## src/rtl/shift_arb_ctrl.sv

```systemverilog
// shift_arb_ctrl: two-requester round-robin arbiter that captures the winner's
// parallel word and streams it bit-serially (o_sen qualifies o_sdata) into a
// shared serial-in shift register, closing each frame with an o_done pulse.
// Optional build macro SHIFT_ARB_CTRL_PARITY_EN appends one even-parity bit
// as an extra o_sen cycle after the last data bit.
module shift_arb_ctrl #(
  parameter int DATA_W    = 8,
  parameter bit MSB_FIRST = 1'b1
) (
  input  logic              i_clk,
  input  logic              i_rst,
  input  logic [1:0]        i_req,
  input  logic [DATA_W-1:0] i_data0,
  input  logic [DATA_W-1:0] i_data1,
  output logic [1:0]        o_ack,
  output logic              o_gnt_id,
  output logic              o_busy,
  output logic              o_sen,
  output logic              o_sdata,
  output logic              o_done
);

  localparam int CW = $clog2(DATA_W + 1);
`ifdef SHIFT_ARB_CTRL_PARITY_EN
  // Counter runs one past the data bits; the extra count is the parity slot.
  localparam logic [CW-1:0] LAST = CW'(DATA_W);
`else
  localparam logic [CW-1:0] LAST = CW'(DATA_W - 1);
`endif

  typedef enum logic [1:0] {IDLE, SHIFT, DONE} state_t;

  state_t            state_q, state_d;
  logic [DATA_W-1:0] frame_q, frame_d;
  logic [CW-1:0]     cnt_q, cnt_d;
  logic              ptr_q, ptr_d;
  logic              gnt_q, gnt_d;
  logic [1:0]        ack_q, ack_d;
  logic              win;
`ifdef SHIFT_ARB_CTRL_PARITY_EN
  logic              par_q, par_d;
`endif

  // On a tie the requester not granted last wins; a lone request always wins.
  assign win = (i_req == 2'b11) ? ~ptr_q : i_req[1];

  // Next-state and capture logic; requests are only sampled in IDLE.
  always_comb begin
    state_d = state_q;
    frame_d = frame_q;
    cnt_d   = cnt_q;
    ptr_d   = ptr_q;
    gnt_d   = gnt_q;
    ack_d   = 2'b00;
`ifdef SHIFT_ARB_CTRL_PARITY_EN
    par_d   = par_q;
`endif
    unique case (state_q)
      IDLE: begin
        if (|i_req) begin
          ptr_d   = win;
          gnt_d   = win;
          ack_d   = win ? 2'b10 : 2'b01;
          frame_d = win ? i_data1 : i_data0;
`ifdef SHIFT_ARB_CTRL_PARITY_EN
          par_d   = win ? ^i_data1 : ^i_data0;
`endif
          cnt_d   = '0;
          state_d = SHIFT;
        end
      end
      SHIFT: begin
        cnt_d = cnt_q + CW'(1);
        // The frame register shifts so the outgoing bit is always at one end.
        if (MSB_FIRST) frame_d = frame_q << 1;
        else           frame_d = frame_q >> 1;
        if (cnt_q == LAST) state_d = DONE;
      end
      DONE:    state_d = IDLE;
      default: state_d = IDLE;
    endcase
  end

  // State register; pointer resets to 1 so requester 0 wins the first tie.
  always_ff @(posedge i_clk or posedge i_rst) begin
    if (i_rst) begin
      state_q <= IDLE;
      frame_q <= '0;
      cnt_q   <= '0;
      ptr_q   <= 1'b1;
      gnt_q   <= 1'b0;
      ack_q   <= 2'b00;
`ifdef SHIFT_ARB_CTRL_PARITY_EN
      par_q   <= 1'b0;
`endif
    end else begin
      state_q <= state_d;
      frame_q <= frame_d;
      cnt_q   <= cnt_d;
      ptr_q   <= ptr_d;
      gnt_q   <= gnt_d;
      ack_q   <= ack_d;
`ifdef SHIFT_ARB_CTRL_PARITY_EN
      par_q   <= par_d;
`endif
    end
  end

  // Serial bit: head of the frame register, parity in the extra slot, 0 when idle.
  always_comb begin
    o_sdata = 1'b0;
    if (state_q == SHIFT) begin
`ifdef SHIFT_ARB_CTRL_PARITY_EN
      if (cnt_q == LAST) o_sdata = par_q;
      else
`endif
      o_sdata = MSB_FIRST ? frame_q[DATA_W-1] : frame_q[0];
    end
  end

  assign o_ack    = ack_q;
  assign o_gnt_id = gnt_q;
  assign o_busy   = (state_q != IDLE);
  assign o_sen    = (state_q == SHIFT);
  assign o_done   = (state_q == DONE);

endmodule
```

## config.mk

```make
export PLATFORM = sky130hd
export DESIGN_NAME = shift_arb_ctrl
export DESIGN_NICKNAME = d
export VERILOG_FILES = /design/src/rtl/shift_arb_ctrl.sv
export SDC_FILE = /design/constraint.sdc
export NUM_CORES = 1
export LEC_CHECK = 0
export BUFFER_PORTS_ARGS = -buffer_cell sky130_fd_sc_hd__buf_2
export CAP_MARGIN = 15
export CORE_MARGIN = 2
export CORE_UTILIZATION = 50
export CTS_CLUSTER_DIAMETER = 200
export DETAILED_ROUTE_END_ITERATION = 12
export PLACE_DENSITY_LB_ADDON = 0.1
export SYNTH_ARGS = -nofsm -noshare
export SYNTH_HDL_FRONTEND = slang
export SYNTH_SLANG_ARGS = --single-unit
```

## constraint.sdc

```tcl
create_clock -name i_clk -period 2.6 [get_ports i_clk]
set_input_delay 0.52 -clock i_clk [delete_from_list [all_inputs] [get_ports i_clk]]
set_output_delay 0.52 -clock i_clk [all_outputs]
set_load 0.01 [all_outputs]
```

Yosys cells after proc, flatten, opt, wreduce, memory -nomap -nowiden
Index checks and enable logic that the tools add are counted.

operators by class
  add/sub/neg operators = 1
  eq/ne operators = 6
  multiplexer cells = 13
  bitwise operators = 1
  reduce and logical (&&, ||, !) cells = 7

operators by type and width
  operator                                                                  count
  8-bit two-way mux                                                         2
  8-bit one-hot mux with 2 select lines                                     1
  2-bit two-way mux                                                         5
  4-bit one-hot mux with 2 select lines                                     1
  2-bit AND reduction                                                       3
  4-bit by 1-bit adder with 4-bit output (second input constant)            1
  2-bit == test (second input constant)                                     2
  4-bit by 3-bit == test with 1-bit output (second input constant)          1
  4-bit two-way mux                                                         1
  2-bit one-hot mux with 2 select lines                                     1
  2-bit nonzero test                                                        2
  2-bit by 1-bit == test with 1-bit output (second input constant)          1
  2-bit logical NOT                                                         1
  1-bit two-way mux                                                         2
  2-bit by 1-bit inequality test with 1-bit output (second input constant)  1
  2-bit inequality test (second input constant)                             1
  2-bit OR reduction                                                        1
  1-bit NOT                                                                 1

storage, ports and cells
  register bits = 18
  input port bits = 20
  output and inout bits = 7
  logic and storage cells = 34

Logic depth before layout (Yosys ltp)
Gate-level depths: netlist of the first run.

  depth in word-level cells = 5
  gate-level depth with buffers = 6
  depth with buffers taken out = 4

Worst setup path after synthesis of the first run
OpenSTA, ideal clock, no wires.

  kind = register to output
  start point = register state_q[1]
  end point = output o_sdata
  data arrival time = 1079 ps
  required time = 2080 ps
  path slack = 1001 ps
  cell stages (with the launch flop) = 6
  buffers on the path = 2
  cell sequence = dfrtp_1 > buf_6 > nand2b_4 > buf_6 > clkinv_1 > and2_1

on the way
  cells in the longest elaborated chain, start to end = 2

ends and longest elaborated chain
  element                                   line  RTL
  start: declaration                        33    state_t state_q, state_d;
  start signal: assignment                  97    state_q <= state_d;
  2-bit by 1-bit == test with 1-bit output  -
  via o_sen                                 18    output logic o_sen,
  1-bit two-way mux                         112   if (state_q == SHIFT) begin
  end: declaration                          19    output logic o_sdata,

The timed path passes the listed nets, and every way through them passes these cells.

Worst setup path after layout of the first run
  start point = register state_q[1]
  end point = output o_sdata

on the way
  cells in the longest elaborated chain, start to end = 2

ends and longest elaborated chain
  element                                   line
  2-bit by 1-bit == test with 1-bit output  112
  1-bit two-way mux                         112

Every way passes these cells.

==> qor_table.md, run 1 <==
| Result | This run |
| --- | --- |
| Number of port buffers | 26 |
| Gr ovfl total | 0 |
| Required time reported for the critical path endpoint | 2.08 ns |
| CP Cell Sequence | nand2b_4, clkinv_1, and2_1, buf_2 |
| Chip height | 46 um |
| Actual transition at the worst max-transition pin | 0.676 ns |
| Clock Pin Slew Worst Setup and Hold Paths | 0.10 ns |
| CTS tree | built |
| Initial cell density of the core | 52.2% |
| Per-cell via count in the routed design | 5.48 |
| Unrepaired setup endpoints after global routing | false |
| Detailed Routing Iterations Pass 1 | 6 |
| Via count of the first global-routing pass | 621 |
| Flip-flop and latch count after synthesis | 18 |
| Mux contribution to synthesized area | 10.2% |
| Maximum achievable frequency | 478 MHz |
| Yosys warns | 0 |
| Outcome | complete, no violations |
| Number of antenna violations at the first check in global routing | 0 |
| Largest family of logic cells by synthesized area | compound AO/OA/AOI/OAI gates |
| Top-level I/O count | 27 |
| Fraction of the mapped netlist area in compound gates | 17.7% |
| Crit-path max FO | 10 |
| Critical Path AT | 1.57 ns |
| Number of distinct library cell variants in the gate-level netlist after synthesis | 28 |
| Worst clock skew on the final layout | 0.00196 ns |
| Core Area | 1690 um2 |
| Syn_area_per_cell | 10.6 um2 |
| Slack of the critical path | 0.506 ns |
| Worst setup path category | flop to output port |
| Adder-Cell Fraction of Synth Area | 1.42% |
| Synth Area in XOR/XNOR | 0.993% |
| Post-CTS Setup Bufs | 0 |
| Max-slew headroom at the worst pin | 54.9% |
| Power density over the cells | 972 nW/um2 |
| Fraction of final layout cells with drive strength greater than 1 | 30.6% |
| First-pass GRT wire length | 2720 um |
| H-tree lvl count | 1 |
| CTS Sinks | 18 |
| Setup TNS after final layout | 0 ns |
| Period utilisation layout | 80.5% |
| Die Wd | 46 um |
| Max Root-Sink Buffers | 2 |
| Max incr delay on CP | 0.48 ns |
| # rows | 15 |
| Post-DRT Antenna Nets | 0 |
| Pin count of the biggest net entering global routing | 19 |
| Worst setup SP type | flop |
| Instance count of the mapped netlist | 83 |
| TritonCTS Buffers | 3 |
| NumNets Final | 133 |
| Most common cell after layout, fill and taps aside | buf_2 |
| CTS root buffer | clkbuf_4 |
| Final-report hold violation count | 0 |
| Worst hold path class | input pin to async pin |
| Antenna diodes | 0 |
| Post-Synthesis Cell Area | 882 um2 |
| Gates resized, CTS repair | 0 |
| Total DRC errors in the routed layout | 0 |
| Count of pins over their slew limit | 0 |
| Total length of routed wires | 1670 um |
| Die Outline Area | 2120 um2 |
| Wire length per cell | 13.1 um |
| Proportion of synthesized chip area in sequential cells | 51.2% |
| Fillcell total | 139 |
| Most used cells in the layout excluding fill and tap cells | buf_2 (26), dfrtp_1 (17), nand2_1 (9), o21ai_0 (9), mux2i_1 (9) |
| Post-CTS Hold Fix Bufs | 0 |
| Sort of element at the end of the critical path | output port |
| Basic-gate share of the synthesized area counting and, or, nand and nor cells | 12.5% |
| Routability congestion estimate | 0.787 |
| Area added between synthesis and finish | 17.6% |
| Initial drt markers | 12 |
| Total of max-cap violations | 0 |
| Synthesized net count | 104 |
| Post-place setup slack | 0.842 ns |
| Setup violation total in the final timing report | 0 |
| Vias post-DR | 702 |
| DP HPWL | 1230 um |
| Cell with the biggest individual delay on the critical path | dfrtp_1 |
| Skew-Pair Late Insertion Delay | 0.29 ns |
| Leakage power total | 0.000507 uW |
| Global-route total usage across every layer | 18.3% |
| Worst voltage drop across the vdd grid | 573 uV |
| Final period demand of the worst path | 2.09 ns |
[report_power, final]
group	leakage, uW	internal (uW)	switching (uW)	total, uW
registers	0.000228	399	70.3	469
clock network	0.0000150	59.6	86.1	146
logic	0.000265	172	222	394
total	0.000507	630	378	1010
[metrics by stage]
stage | util [%] | hold slack [ns] | total power [uW] | instance area (um2) | std cells
3_3_place_gp | 59.9 | 0.458 | 865 | 1010 | 124
4_1_cts | 61.4 | 0.331 | 1020 | 1040 | 128
3_5_place_dp | 59.9 | 0.460 | 867 | 1010 | 124
6_report | 61.4 | 0.311 | 1010 | 1040 | 128
2_1_floorplan | - | 0.435 | 768 | 882 | 83
5_1_grt | 61.4 | 0.372 | 1090 | 1040 | 128
[Yosys cell counts]
| cell type | n | area, um2 |
|---|---|---|
| o21a_1 | 1 | 7.51 |
| a21oi_2 | 1 | 8.76 |
| o211ai_1 | 1 | 7.51 |
| nor3_1 | 2 | 10.0 |
| o21ai_0 | 9 | 45.0 |
| clkinv_1 | 1 | 3.75 |
| nand2_1 | 9 | 33.8 |
| nand3_1 | 1 | 5.00 |
| mux2i_1 | 9 | 90.1 |
| nand3b_1 | 1 | 7.51 |
| o21ai_2 | 1 | 8.76 |
| dfstp_2 | 1 | 26.3 |
| and2_1 | 2 | 12.5 |
| a21oi_1 | 1 | 5.00 |
| or3_1 | 1 | 6.26 |
| buf_4 | 1 | 7.51 |
| o221ai_1 | 6 | 52.6 |
| inv_1 | 5 | 18.8 |
| nor2b_1 | 1 | 6.26 |
| nor2_1 | 4 | 15.0 |
| a31oi_1 | 1 | 6.26 |
| ha_1 | 1 | 12.5 |
| nand2b_4 | 1 | 13.8 |
| dfrtp_1 | 17 | 425 |
| buf_6 | 2 | 22.5 |
| a21o_1 | 1 | 7.51 |
| xor2_1 | 1 | 8.76 |
| a21boi_1 | 1 | 7.51 |
[final cells by class]
type	instances	area (um2)	area share, %
Tap cell	17	21.3	2.05
Timing Repair Buffer	27	138	13.3
Multi-Input combinational cell	56	378	36.4
Sequential cell	18	452	43.5
Inverter	6	22.5	2.17
Clock buffer	4	26.3	2.53
[path summary, 6_finish.rpt]
kind | from | end | slack (ns) | cells past startpoint
max | state_q[1] | o_sdata | 0.51 | 4
min | i_rst | frame_q[7] | 0.31 | 2
max reg2reg | state_q[0] | frame_q[2] | 1.19 | 3
min reg2reg | o_gnt_id | o_gnt_id | 0.48 | 1
max in group asynchronous | i_rst | cnt_q[0] | 1.86 | 2
min in group i_clk | i_req[0] | ptr_q | 0.44 | 2
[layer usage]
layer  vias to the layer above  GRT usage [%]  share of wire (%)
met5                         -              0                  0
met4                         0           8.57               0.78
met3                         2           3.57                4.9
met2                        22           27.2                 46
met1                       326           25.6                 48
li1                        352              -                  -
[worst max-delay path: cells and delay by family (launching register included)]
family	cells	cell delay (ns)
buffers and inverters	2	0.35
DFF	1	0.48
and+or+nand+nor	2	0.45
[cell families (layout without fill, tap and decap cells)]
group,after synthesis,count (layout)
AO/OA/AOI/OAI,23,23
AND/OR/NAND/NOR,22,22
XOR/XNOR,1,1
buffers and inverters,9,37
flip-flops,18,18
multiplexers,9,9
adder cells (fa/ha/maj),1,1
[state kept, by name, summed over array words and instances, names as in the netlist]
| name | flops |
|---|---|
| cnt_q | 4 |
| ptr_q | 1 |
| frame_q | 8 |
| o_ack | 2 |
| state_q | 2 |
| o_gnt_id | 1 |
Note: power is estimated with default switching activity, not from simulation.
==> run 2: changes to the inputs <==
Settings changed: CORE_UTILIZATION 50 to 44.
Clock period 2.6 ns to 1.7 ns, I/O delays scaled along.
==> run 2 against run 1 <==
  * Hold slack worse by 0.27 ns
  * Via count grew 7.8%
  * Sequential cell count unchanged
  * Worst setup slack got worse by 0.42 ns
  * Clock skew up 0.0047 ns
  * Global-route usage is 2.7 points lower
  * Largest cell class unchanged
==> qor_table.md, run 2 (synthesis results as in run 1) <==
| Result | This run | Delta |
| --- | --- | --- |
| Outcome | complete, no violations |  |
| Global-route total usage across every layer | 15.6% | -2.7 points |
| Initial drt markers | 6 | -6 |
| CTS Sinks | 18 | unchanged |
| First-pass GRT wire length | 2950 um | +8.6% |
| H-tree lvl count | 1 | unchanged |
| Post-layout utilization of the core | 57.7% | -3.7 points |
| Antenna diodes | 0 | unchanged |
| Total length of routed wires | 1790 um | +7.2% |
| Inst Count DP | 136 | +9.7% |
| Actual transition at the worst max-transition pin | 0.577 ns | -0.0988 ns |
| Leakage power total | 0.000541 uW | +6.6% |
| Clock Pin Slew Worst Setup and Hold Paths | 0.11 ns | about the same |
| Initial cell density of the core | 45.9% | -6.3 points |
| CTS tree | built |  |
| Routability congestion estimate | 0.747 | -5.1% |
| Detailed Routing Iterations Pass 1 | 4 | -2 |
| Fillcell total | 176 | +27% |
| Post-DRT Antenna Nets | 0 | unchanged |
| Power density over the cells | 1510 nW/um2 | +55% |
| Gr ovfl total | 0 | unchanged |
| Most used cells in the layout excluding fill and tap cells | buf_2 (26), dfrtp_1 (15), nand2_1 (9), o21ai_0 (9), mux2i_1 (9) |  |
| Sort of element at the end of the critical path | output port |  |
| Most common cell after layout, fill and taps aside | buf_2 |  |
| Crit-path max FO | 8 | -2 |
| Final period demand of the worst path | 1.62 ns |  |
| Fraction of final layout cells with drive strength greater than 1 | 37.6% | +7.0 points |
| Total DRC errors in the routed layout | 0 | unchanged |
| Total of max-cap violations | 0 | unchanged |
| Worst setup SP type | flop |  |
| Critical Path AT | 1.28 ns | -0.29 ns |
| Count of pins over their slew limit | 0 | unchanged |
| Worst setup path category | flop to output port |  |
| Skew-Pair Late Insertion Delay | 0.29 ns | about the same |
| Worst clock skew on the final layout | 0.00670 ns | +0.00473 ns |
| Max-slew headroom at the worst pin | 61.2% | +6.3 points |
| Non-Filler Instances | 144 | +13% |
| TritonCTS Buffers | 3 | unchanged |
| Number of antenna violations at the first check in global routing | 0 | unchanged |
| CTS root buffer | clkbuf_4 |  |
| Unrepaired setup endpoints after global routing | false |  |
| Core Area | 1920 um2 | +14% |
| NumNets Final | 139 | +4.5% |
| Multi-input gate area in the final layout | 380 um2 | +0.66% |
| Die Outline Area | 2380 um2 | +12% |
| Worst hold path class | input pin to async pin |  |
| Number of port buffers | 26 | unchanged |
| Final-report hold violation count | 0 | unchanged |
| # rows | 16 | +1 |
| Die Wd | 48.8 um | +6.0% |
| Top-level I/O count | 27 | unchanged |
| Pin count of the biggest net entering global routing | 19 | unchanged |
| Via count of the first global-routing pass | 656 | +5.6% |
| Per-cell via count in the routed design | 5.26 | -4.1% |
| Area added between synthesis and finish | 25.8% |  |
| Vias post-DR | 757 | +7.8% |
| Most flop-heavy register | frame_q |  |
| Setup TNS after final layout | 0 ns | unchanged |
| Area occupied by registers | 454 um2 | +0.55% |
| Chip height | 48.8 um | +6.0% |
| Maximum achievable frequency | 618 MHz |  |
| Required time reported for the critical path endpoint | 1.36 ns | -0.72 ns |
| Period utilisation layout | 95.2% |  |
| Worst voltage drop across the vdd grid | 832 uV | +45% |
| DP HPWL | 1290 um | +4.7% |
| Top Registers | frame_q x8, cnt_q x4 |  |
| Max Root-Sink Buffers | 2 | unchanged |
| Wire length per cell | 12.4 um | -4.7% |
| Setup violation total in the final timing report | 0 | unchanged |
| Max FFs per register | 8 | unchanged |
-- run 2: layer usage --
layer,GRT usage (%),share of wire [%],vias up
met4,7.14,0.73,0
met5,0,0,-
met1,21.5,48,363
met3,3.37,5.9,2
met2,23.5,45,25
li1,-,-,367
-- run 2: critical path, stage by stage, from the launching register on --
cell,delay [ns]
dfrtp_2,0.45
nand2b_4,0.17
clkinv_1,0.08
buf_4,0.16
buf_2,0.14
-- run 2: stage by stage --
stage | cell area [um2] | power (uW) | setup slack [ns] | hold WS, ns
after floorplan | 882 | 1180 | 0.281 | 0.278
after global placement | 1040 | 1340 | 0.329 | 0.366
after detailed placement | 1040 | 1360 | 0.265 | 0.371
after CTS | 1080 | 1630 | 0.0155 | 0.0449
after global routing | 1110 | 1810 | 0.0237 | 0.0505
final | 1110 | 1680 | 0.0820 | 0.0456
-- run 2: cell type report --
type,instances,area share (%)
well taps,27,3.04
multi-input cells,56,34.3
inverters,6,2.03
clock buffers,4,3.27
flip-flops and latches,18,40.9
repair buffers,33,16.5
-- run 2: repair_timing --
action	in CTS	in global routing
gates cloned	0	0
endpoints found under the setup margin	2	3
buffers inserted	0	4
hold buffers	0	0
resized for setup	1	2
-- run 2: report_power, final --
group	switching, uW	internal, uW	leakage [uW]
clock	132	130	0.0000210
sequential	113	612	0.000226
combinational	363	326	0.000294
-- run 2: final timing paths --
| path | from | to | slack, ns | depth (start not counted) |
|---|---|---|---|---|
| min in group i_clk | i_req[0] | ptr_q | 0.27 | 2 |
| max in group asynchronous | i_rst | ptr_q | 1.39 | 3 |
| hold / removal | i_rst | o_ack[1] | 0.05 | 3 |
| setup / recovery | state_q[1] | o_sen | 0.08 | 4 |
| setup reg to reg | state_q[0] | frame_q[4] | 0.24 | 3 |
| hold reg to reg | o_gnt_id | o_gnt_id | 0.49 | 1 |
==> run 3: changes to the inputs <==
Settings changed: PLACE_DENSITY set to 0.73, PLACE_DENSITY_LB_ADDON 0.1 to not set.
==> run 3 against run 2 <==
  * Die area stayed put
  * Combinational power down 7.8%
  * Sequential power decreased by 0.7%
  * Core utilization is 2.1 points lower
  * Clock-buffer cell count did not move
  * Register-to-register slack is essentially flat
  * Sequential share of layout area is 1.5 points higher
  * Critical path type unchanged
  * Critical endpoint is now o_sdata
==> qor_table.md, run 3 (synthesis results as in run 1) <==
| Result | This run | Delta |
| --- | --- | --- |
| Total of max-cap violations | 0 | unchanged |
| Most common cell after layout, fill and taps aside | buf_2 |  |
| CTS Sinks | 18 | unchanged |
| Die Wd | 48.8 um | unchanged |
| Pin count of the biggest net entering global routing | 19 | unchanged |
| Setup violation total in the final timing report | 0 | unchanged |
| Per-cell via count in the routed design | 5.20 | -1.1% |
| Max incr delay on CP | 0.45 ns | about the same |
| Sum of met2 wire segment lengths after detailed routing | 877 um | +8.8% |
| TritonCTS Buffers | 3 | unchanged |
| Maximum achievable frequency | 632 MHz | +2.3% |
| Post-CTS Hold Fix Bufs | 0 | unchanged |
| Critical Path AT | 1.24 ns | -0.04 ns |
| Total length of routed wires | 1850 um | +3.3% |
| Power density over the cells | 1480 nW/um2 | -2.0% |
| Total DRC errors in the routed layout | 0 | unchanged |
| CP Buf/Inv Count | 2 | -1 |
| Worst setup path category | flop to output port |  |
| Worst clock skew on the final layout | 0.0124 ns | +0.00571 ns |
| Leakage power total | 0.000517 uW | -4.5% |
| CTS root buffer | clkbuf_4 |  |
| H-tree lvl count | 1 | unchanged |
| Gr ovfl total | 0 | unchanged |
| Initial drt markers | 12 | +6 |
| Routability congestion estimate | 0.763 | +2.2% |
| Via count of the first global-routing pass | 712 | +8.5% |
| Top-level I/O count | 27 | unchanged |
| Area added between synthesis and finish | 21.3% |  |
| Met3 Wirelength | 60 um | -43% |
| Period utilisation layout | 93.0% | -2.1 points |
| Worst setup SP type | flop |  |
| Outcome | complete, no violations |  |
| Core Area | 1920 um2 | unchanged |
| Number of antenna violations at the first check in global routing | 0 | unchanged |
| Gate family responsible for the most delay along the worst path | flip-flops |  |
| Unrepaired setup endpoints after global routing | false |  |
| Sort of element at the end of the critical path | output port |  |
| Most flop-heavy register | frame_q |  |
| Worst voltage drop across the vdd grid | 728 uV | -12% |
| Slack of the critical path | 0.118 ns | +0.0364 ns |
| Vias post-DR | 728 | -3.8% |
| Detailed Routing Iterations Pass 1 | 4 | unchanged |
| Top Registers | frame_q x8, cnt_q x4 |  |
| Die Outline Area | 2380 um2 | unchanged |
| Detailed-routing wirelength on met1 | 857 um | -0.92% |
| CP Cell Sequence | nand2b_4, inv_2, and2_1, buf_2 |  |
| Chip height | 48.8 um | unchanged |
| Worst hold path class | input pin to async pin |  |
| Setup TNS after final layout | 0 ns | unchanged |
| Global-route total usage across every layer | 17.5% | +2.0 points |
| Post-layout utilization of the core | 55.7% | -2.1 points |
| Final period demand of the worst path | 1.58 ns | -0.0364 ns |
| Overall Power | 1580 uW | -5.5% |
| Fraction of final layout cells with drive strength greater than 1 | 35.4% | -2.2 points |
| Max-slew headroom at the worst pin | 55.5% | -5.7 points |
| DP HPWL | 1360 um | +5.8% |
| Topmost layer with routed signal wires | met4 |  |
| Post-DRT Antenna Nets | 0 | unchanged |
| Actual transition at the worst max-transition pin | 0.666 ns | +0.0891 ns |
| Number of port buffers | 26 | unchanged |
| Final-report hold violation count | 0 | unchanged |
| First-pass GRT wire length | 3080 um | +4.2% |
| Antenna diodes | 0 | unchanged |
| Clock Pin Slew Worst Setup and Hold Paths | 0.11 ns | about the same |
| Max Root-Sink Buffers | 2 | unchanged |
| Post-place setup slack | 0.273 ns | +0.00815 ns |
| NumNets Final | 135 | -2.9% |
| Max FFs per register | 8 | unchanged |
| # rows | 16 | unchanged |
| Most used cells in the layout excluding fill and tap cells | buf_2 (26), dfrtp_1 (15), nand2_1 (9), o21ai_0 (9), mux2i_1 (9) |  |
| Initial cell density of the core | 45.9% | unchanged |
| Crit-path max FO | 10 | +2 |
| Count of pins over their slew limit | 0 | unchanged |
| Skew-Pair Late Insertion Delay | 0.30 ns | about the same |
| Wire length per cell | 13.2 um | +6.3% |
| CTS tree | built |  |
| Required time reported for the critical path endpoint | 1.36 ns | about the same |
| Cell with the biggest individual delay on the critical path | dfrtp_2 |  |
-- run 3: routing by layer --
layer | up-vias | track usage (%)
li1 | 358 | -
met1 | 349 | 21.0
met2 | 16 | 28.8
met3 | 5 | 2.45
met4 | 0 | 12.9
met5 | - | 0
-- run 3: cell type report --
cell class | count | area [um2]
Fill cell | 172 | 852
Sequential cell | 18 | 454
Multi-Input combinational cell | 56 | 380
Timing Repair Buffer | 29 | 153
Inverter | 6 | 22.5
Tap cell | 27 | 33.8
Clock buffer | 4 | 26.3
-- run 3: what timing repair did --
item,4_1_cts,5_1_grt
setup endpoints to repair,1,2
buffers inserted,0,1
pin swaps,0,0
gates resized for setup,1,3
-- run 3: through the flow --
step	instances	cell area (um2)	hold WS, ns
2_1_floorplan	83	882	0.278
3_3_place_gp	135	1030	0.455
3_5_place_dp	135	1030	0.462
4_1_cts	139	1060	0.148
5_1_grt	140	1070	0.167
6_report	140	1070	0.112
-- run 3: worst paths after layout --
path / from / endpoint / slack [ns] / cells after the start
max reg2reg: state_q[0] / frame_q[2] / 0.25 / 3
min in group i_clk: i_req[0] / ptr_q / 0.26 / 2
max: state_q[1] / o_sdata / 0.12 / 4
min: i_rst / o_gnt_id / 0.11 / 2
min reg2reg: cnt_q[3] / state_q[1] / 0.48 / 1
max in group asynchronous: i_rst / state_q[1] / 1.11 / 2
-- run 3: power by group --
part | internal (uW) | switching (uW) | total, uW
registers | 612 | 108 | 720
logic | 284 | 351 | 635
clock network | 91.5 | 138 | 229
-- run 3: worst register-to-register path, delay by kind of cell, from the launching register on --
family          cells  cell delay, ns
flops               1            0.46
compound gates      1            0.22
simple gates        2            0.71
